[src/rtl/mem_arbiter.sv]
// Two-requester memory arbiter: fetch (I) and data (D) ports share one
// single-cycle memory. D has priority; I is granted after MAXWAIT lost
// arbitrations. Each transaction takes IDLE -> ACCESS -> RESP (3 cycles).
module mem_arbiter #(
  parameter int unsigned DATAWIDTH = 32,
  parameter int unsigned ADDRWIDTH = 32,
  parameter int unsigned MAXWAIT   = 4
) (
  input  logic                 clk_i,
  input  logic                 rst_i,
  input  logic                 i_req_i,
  input  logic [ADDRWIDTH-1:0] i_addr_i,
  output logic                 i_ack_o,
  output logic [DATAWIDTH-1:0] i_rdata_o,
  input  logic                 d_req_i,
  input  logic                 d_we_i,
  input  logic [ADDRWIDTH-1:0] d_addr_i,
  input  logic [DATAWIDTH-1:0] d_wdata_i,
  output logic                 d_ack_o,
  output logic                 d_err_o,
  output logic [DATAWIDTH-1:0] d_rdata_o,
  output logic                 mem_re_o,
  output logic                 mem_we_o,
  output logic [ADDRWIDTH-1:0] mem_addr_o,
  output logic [DATAWIDTH-1:0] mem_wdata_o,
  input  logic [DATAWIDTH-1:0] mem_rdata_i,
  output logic                 busy_o
);

  localparam logic [3:0] MaxWait = 4'(MAXWAIT);

  typedef enum logic [1:0] {StIdle, StAccess, StResp} state_e;

  state_e                 state_q, state_d;
  logic                   owner_q, owner_d;   // 1 = D owns the transaction
  logic [3:0]             starve_q, starve_d;
  logic [ADDRWIDTH-1:0]   addr_q, addr_d;
  logic [DATAWIDTH-1:0]   wdata_q, wdata_d;
  logic                   we_q, we_d;
  logic                   err_q, err_d;

  logic                   i_win;
  logic                   d_misaligned;

  // I wins when D is idle or when I has lost MAXWAIT times in a row
  assign i_win        = i_req_i && (!d_req_i || (starve_q == MaxWait));
  assign d_misaligned = (d_addr_i[1:0] != 2'b00);

  // State and captured-request registers
  always_ff @(posedge clk_i or negedge rst_i) begin
    if (!rst_i) begin
      state_q  <= StIdle;
      owner_q  <= 1'b0;
      starve_q <= 4'd0;
      addr_q   <= '0;
      wdata_q  <= '0;
      we_q     <= 1'b0;
      err_q    <= 1'b0;
    end else begin
      state_q  <= state_d;
      owner_q  <= owner_d;
      starve_q <= starve_d;
      addr_q   <= addr_d;
      wdata_q  <= wdata_d;
      we_q     <= we_d;
      err_q    <= err_d;
    end
  end

  // Next-state: arbitrate in IDLE, then walk ACCESS -> RESP -> IDLE
  always_comb begin
    state_d  = state_q;
    owner_d  = owner_q;
    starve_d = starve_q;
    addr_d   = addr_q;
    wdata_d  = wdata_q;
    we_d     = we_q;
    err_d    = err_q;
    unique case (state_q)
      StIdle: begin
        if (i_req_i || d_req_i) begin
          state_d = StAccess;
          if (i_win) begin
            owner_d  = 1'b0;
            starve_d = 4'd0;
            addr_d   = i_addr_i;
            wdata_d  = '0;
            we_d     = 1'b0;
            err_d    = 1'b0;
          end else begin
            owner_d = 1'b1;
            if (i_req_i && (starve_q != MaxWait)) begin
              starve_d = 4'(starve_q + 4'd1);
            end
            addr_d  = d_addr_i;
            wdata_d = d_wdata_i;
            we_d    = d_we_i;
            err_d   = d_misaligned;
          end
        end
      end
      StAccess: state_d = StResp;
      StResp:   state_d = StIdle;
      default:  state_d = StIdle;
    endcase
  end

  // Outputs: memory strobes in ACCESS, owner ack and read data in RESP
  always_comb begin
    busy_o      = (state_q != StIdle);
    mem_re_o    = 1'b0;
    mem_we_o    = 1'b0;
    mem_addr_o  = '0;
    mem_wdata_o = '0;
    i_ack_o     = 1'b0;
    i_rdata_o   = '0;
    d_ack_o     = 1'b0;
    d_err_o     = 1'b0;
    d_rdata_o   = '0;
    unique case (state_q)
      StAccess: begin
        mem_addr_o = addr_q;
        mem_re_o   = !we_q && !err_q;
        mem_we_o   = we_q && !err_q;
        if (we_q && !err_q) begin
          mem_wdata_o = wdata_q;
        end
      end
      StResp: begin
        if (owner_q) begin
          d_ack_o = 1'b1;
          d_err_o = err_q;
          if (!we_q && !err_q) begin
            d_rdata_o = mem_rdata_i;
          end
        end else begin
          i_ack_o   = 1'b1;
          i_rdata_o = mem_rdata_i;
        end
      end
      default: ;
    endcase
  end

endmodule
[config.mk]
export PLATFORM = sky130hd
export DESIGN_NAME = mem_arbiter
export DESIGN_NICKNAME = d
export VERILOG_FILES = /design/src/rtl/mem_arbiter.sv
export SDC_FILE = /design/constraint.sdc
export NUM_CORES = 1
export LEC_CHECK = 0
export ABC_AREA = 1
export CAP_MARGIN = 30
export CORE_MARGIN = 1
export CORE_UTILIZATION = 42
export DETAILED_ROUTE_END_ITERATION = 10
export GPL_TIMING_DRIVEN = 0
export PLACE_DENSITY = 0.95
export SLEW_MARGIN = 20
export SYNTH_ARGS = -nofsm -noshare
export SYNTH_HDL_FRONTEND = slang
export SYNTH_SLANG_ARGS = --single-unit
[constraint.sdc]
create_clock -name clk_i -period 2.7 [get_ports clk_i]
set_input_delay 0.27 -clock clk_i [delete_from_list [all_inputs] [get_ports clk_i]]
set_output_delay 0.27 -clock clk_i [all_outputs]
set_load 0.02 [all_outputs]
==> impl_metrics.py <==
metrics = {
    "sta": {
        "final_max_slew_viol_count": 0,
        "fmax_mhz": 396,
        "setup_viol_count_final": 0,
        "count_of_final_hold_check_violations": 0,
        "totalNegativeSetupSlack_ns": 0,
        "finalClockSkew_ns": 0.0131,
        "grt_setup_unrepaired": "false",
        "worst_pin_slew_ns": 0.462,
        "post-route-worst-setup-slack_ns": 0.176,
        "relSlewSlack_pct": 69.2,
        "final.period_utilization_pct": 93.5,
        "finalCriticalPeriod_ns": 2.52,
    },
    "global_route": {
        "grt_usage_pct": 29.5,
        "via_count_of_the_first_global_routing_pass": 5494,
        "globalRouteOverflowTotal": 0,
        "initial_antenna_violation_count": 1,
        "grt_pass1_wl_um": 26000,
        "largest_net_degree_at_the_start_of_global_routing": 49,
    },
    "place": {
        "detailedPlacementHpwl_um": 13100,
        "place_congestion": 0.859,
        "placed_cells": 1123,
        "io_buffers": 265,
        "pre_cts_slack_ns": 0.487,
    },
    "yosys": {
        "synth_top_area_share_pct": 40.1,
        "synthesis.nets": 856,
        "syn_inst": 721,
        "yosysUniqueCellTypes": 20,
        "avgSynthCellArea_sq_um": 6.32,
        "synthesis.area_sq_um": 4560,
        "seq_area_frac_synth_pct": 40.1,
        "post_synth_top_area_cell": "sky130_fd_sc_hd__dfrtp_1",
        "ys_top_cells_by_area": "sky130_fd_sc_hd__dfrtp_1 (40%), sky130_fd_sc_hd__nand2_1 (17%), sky130_fd_sc_hd__inv_1 (11%)",
        "post_synthesis_register_bit_count": 73,
        "yosys_warnings": 0,
    },
    "clocking": {
        "cts_buffers": 9,
        "insertion_delay_ns": 0.34,
        "tritoncts_clock_tree": "done",
        "post_cts.repair.setup_buffers": 0,
        "tritoncts_num_sinks": 73,
        "clkTransAtPathRegs_ns": 0.08,
        "clockBufferDepth": 2,
        "cts.root.buffer_cell": "sky130_fd_sc_hd__clkbuf_8",
        "clock_tree.htree_level_count": 3,
    },
    "finish": {
        "num-fill-cells": 813,
        "final_net_count": 1134,
        "instances_no_fill": 1141,
        "areaGrowthSynthToFinish_pct": 66.6,
        "final_core_utilization_pct": 72.9,
        "final_layout_size_suffix_gt1_share_pct": 6.18,
    },
    "pwr": {
        "power_density_nw_per_um2": 815,
        "max-vdd-ir-drop_mv": 0.443,
        "power_leakage_nw": 3.86,
    },
    "critical_path": {
        "arrival_ns": 2.25,
        "worst-setup-path-type": "register to primary output",
        "worst-r2r-setup-slack_ns": 1.03,
        "crit_required_ns": 2.43,
        "critical_path.startpoint_type": "register",
        "crit_path_end_kind": "primary output",
        "cp_max_fo": 10,
    },
    "floorplanning": {
        "die_width_um": 106,
        "core_region_area_sq_um": 10400,
        "pin_count": 267,
        "fp-row-count": 37,
        "start_util_pct": 43.7,
        "fp.dieArea_sq_um": 11300,
        "die_height_um": 106,
    },
    "detailed_routing": {
        "drt_first_pass_iters": 5,
        "detail_route.drc_violations": 0,
        "avgRoutedWirePerCell_um": 14.4,
        "detail_route.iter0.violations": 357,
        "detail-route-antenna-nets": 0,
        "totalWireLength_um": 16400,
        "route.detailed.vias_per_inst": 4.82,
        "vias": 5499,
    },
    "run": {
        "max_cap_violations": 0,
    },
    "hold_path": {
        "holdCritPathClass": "primary input to register",
    },
    "status": {
        "status": "finished, final reports clean",
    },
}
==> what timing repair did <==
action	in CTS	in global routing
endpoints found under the hold margin	25	0
resized for setup	0	2
hold buffers	1	0
setup endpoints to repair	0	9
==> cell usage in the layout, fill, tap and decap left out <==
| cell type | instances |
|---|---|
| sky130_fd_sc_hd__dfrtp_1 | 73 |
| sky130_fd_sc_hd__clkinv_4 | 2 |
| sky130_fd_sc_hd__buf_1 | 2 |
| sky130_fd_sc_hd__ha_1 | 2 |
| sky130_fd_sc_hd__nor2_2 | 1 |
| sky130_fd_sc_hd__nand3_1 | 101 |
| sky130_fd_sc_hd__buf_16 | 1 |
| sky130_fd_sc_hd__o21ai_0 | 4 |
| sky130_fd_sc_hd__nor2_4 | 1 |
| sky130_fd_sc_hd__inv_2 | 4 |
| sky130_fd_sc_hd__clkdlybuf4s50_1 | 264 |
| sky130_fd_sc_hd__nand2_1 | 207 |
| sky130_fd_sc_hd__clkbuf_8 | 9 |
| sky130_fd_sc_hd__buf_6 | 3 |
| sky130_fd_sc_hd__dlygate4sd3_1 | 1 |
| sky130_fd_sc_hd__clkbuf_2 | 1 |
| sky130_fd_sc_hd__nand2_2 | 2 |
| sky130_fd_sc_hd__clkinv_2 | 2 |
| sky130_fd_sc_hd__clkinvlp_4 | 1 |
| sky130_fd_sc_hd__nand3b_1 | 1 |
| sky130_fd_sc_hd__clkbuf_1 | 9 |
| sky130_fd_sc_hd__nor3_1 | 32 |
| sky130_fd_sc_hd__o21ai_1 | 1 |
| sky130_fd_sc_hd__nand4_1 | 2 |
| sky130_fd_sc_hd__nor2_1 | 104 |
| sky130_fd_sc_hd__buf_4 | 9 |
| sky130_fd_sc_hd__diode_2 | 1 |
| sky130_fd_sc_hd__inv_6 | 1 |
| sky130_fd_sc_hd__buf_2 | 25 |
| sky130_fd_sc_hd__inv_1 | 139 |
==> worst paths after layout <==
check,startpoint,endpoint,cells past startpoint
max,state_q[1],mem_wdata_o[26],6
min reg2reg,wdata_q[0],wdata_q[0],2
min in group asynchronous,rst_i,addr_q[6],2
max reg2reg,starve_q[0],wdata_q[14],9
min,i_req_i,starve_q[3],4
max in group asynchronous,rst_i,addr_q[28],3
==> sequential cells by signal, summed over array words and instances (netlist names) <==
register	flops
addr_q	32
wdata_q	32
starve_q	4
state_q	2
err_q	1
owner_q	1
we_q	1
==> metal layers <==
layer | routed length, um | global-route usage, %
met1 | 5810 | 29.4
met2 | 8760 | 56.5
met3 | 1110 | 6.07
met5 | 0 | 0
met4 | 698 | 15.8
==> synth_stat cells <==
| cell type | instances |
|---|---|
| sky130_fd_sc_hd__buf_6 | 3 |
| sky130_fd_sc_hd__nand3b_1 | 1 |
| sky130_fd_sc_hd__inv_2 | 4 |
| sky130_fd_sc_hd__ha_1 | 2 |
| sky130_fd_sc_hd__nand4_1 | 2 |
| sky130_fd_sc_hd__nand2_1 | 207 |
| sky130_fd_sc_hd__buf_2 | 25 |
| sky130_fd_sc_hd__nor2_4 | 1 |
| sky130_fd_sc_hd__o21ai_1 | 1 |
| sky130_fd_sc_hd__nand3_1 | 101 |
| sky130_fd_sc_hd__nor3_1 | 32 |
| sky130_fd_sc_hd__nor2_2 | 1 |
| sky130_fd_sc_hd__nor2_1 | 104 |
| sky130_fd_sc_hd__o21ai_0 | 4 |
| sky130_fd_sc_hd__inv_1 | 139 |
| sky130_fd_sc_hd__nand2_2 | 2 |
| sky130_fd_sc_hd__clkbuf_1 | 9 |
| sky130_fd_sc_hd__dfrtp_1 | 73 |
| sky130_fd_sc_hd__buf_4 | 8 |
| sky130_fd_sc_hd__buf_1 | 2 |
==> stage by stage <==
step | total power [W] | hold WS, ns | instance area [sq um]
floorplan | 0.00395 | -0.0256 | 4560
global placement | 0.00529 | 0.461 | 7380
detailed placement | 0.00540 | 0.210 | 7400
CTS | 0.00620 | 0.318 | 7590
global route | 0.00665 | 0.362 | 7590
finish | 0.00619 | 0.327 | 7590
==> kinds of logic (layout without fill, tap and decap cells) <==
kind of cell	Yosys count	in the layout	synth area share [%]
buffers and inverters	190	473	17.5
adder cells (fa/ha/maj)	2	2	0.549
AND/OR/NAND/NOR	451	451	41.3
flip-flops	73	73	40.1
other	0	1	0
AO/OA/AOI/OAI	5	5	0.549
==> worst max-delay path, stage by stage (launching register included) <==
cell,delay [ns]
sky130_fd_sc_hd__dfrtp_1,0.40
sky130_fd_sc_hd__nor2_1,0.21
sky130_fd_sc_hd__inv_1,0.07
sky130_fd_sc_hd__buf_2,0.19
sky130_fd_sc_hd__buf_2,0.22
sky130_fd_sc_hd__nor2_1,0.17
sky130_fd_sc_hd__clkdlybuf4s50_1,0.65
==> where the power goes <==
part / total, W / switching (W) / internal, W
registers: 0.00190 / 0.000295 / 0.00161
clock network: 0.000771 / 0.000433 / 0.000337
logic: 0.00351 / 0.00211 / 0.00141
total: 0.00619 / 0.00283 / 0.00335
==> layout make-up <==
class | count | area [sq um] | area share (%)
Multi-Input combinational cell | 458 | 1930 | 25.5
Clock inverter | 6 | 43.8 | 0.577
Timing Repair Buffer | 267 | 2690 | 35.4
Sequential cell | 73 | 1830 | 24.1
Tap cell | 136 | 170 | 2.24
Clock buffer | 10 | 128 | 1.68
Antenna cell | 1 | 2.50 | 0.0330
Inverter | 143 | 537 | 7.07
Buffer | 47 | 262 | 3.45
(Power assumes the default switching activity.)
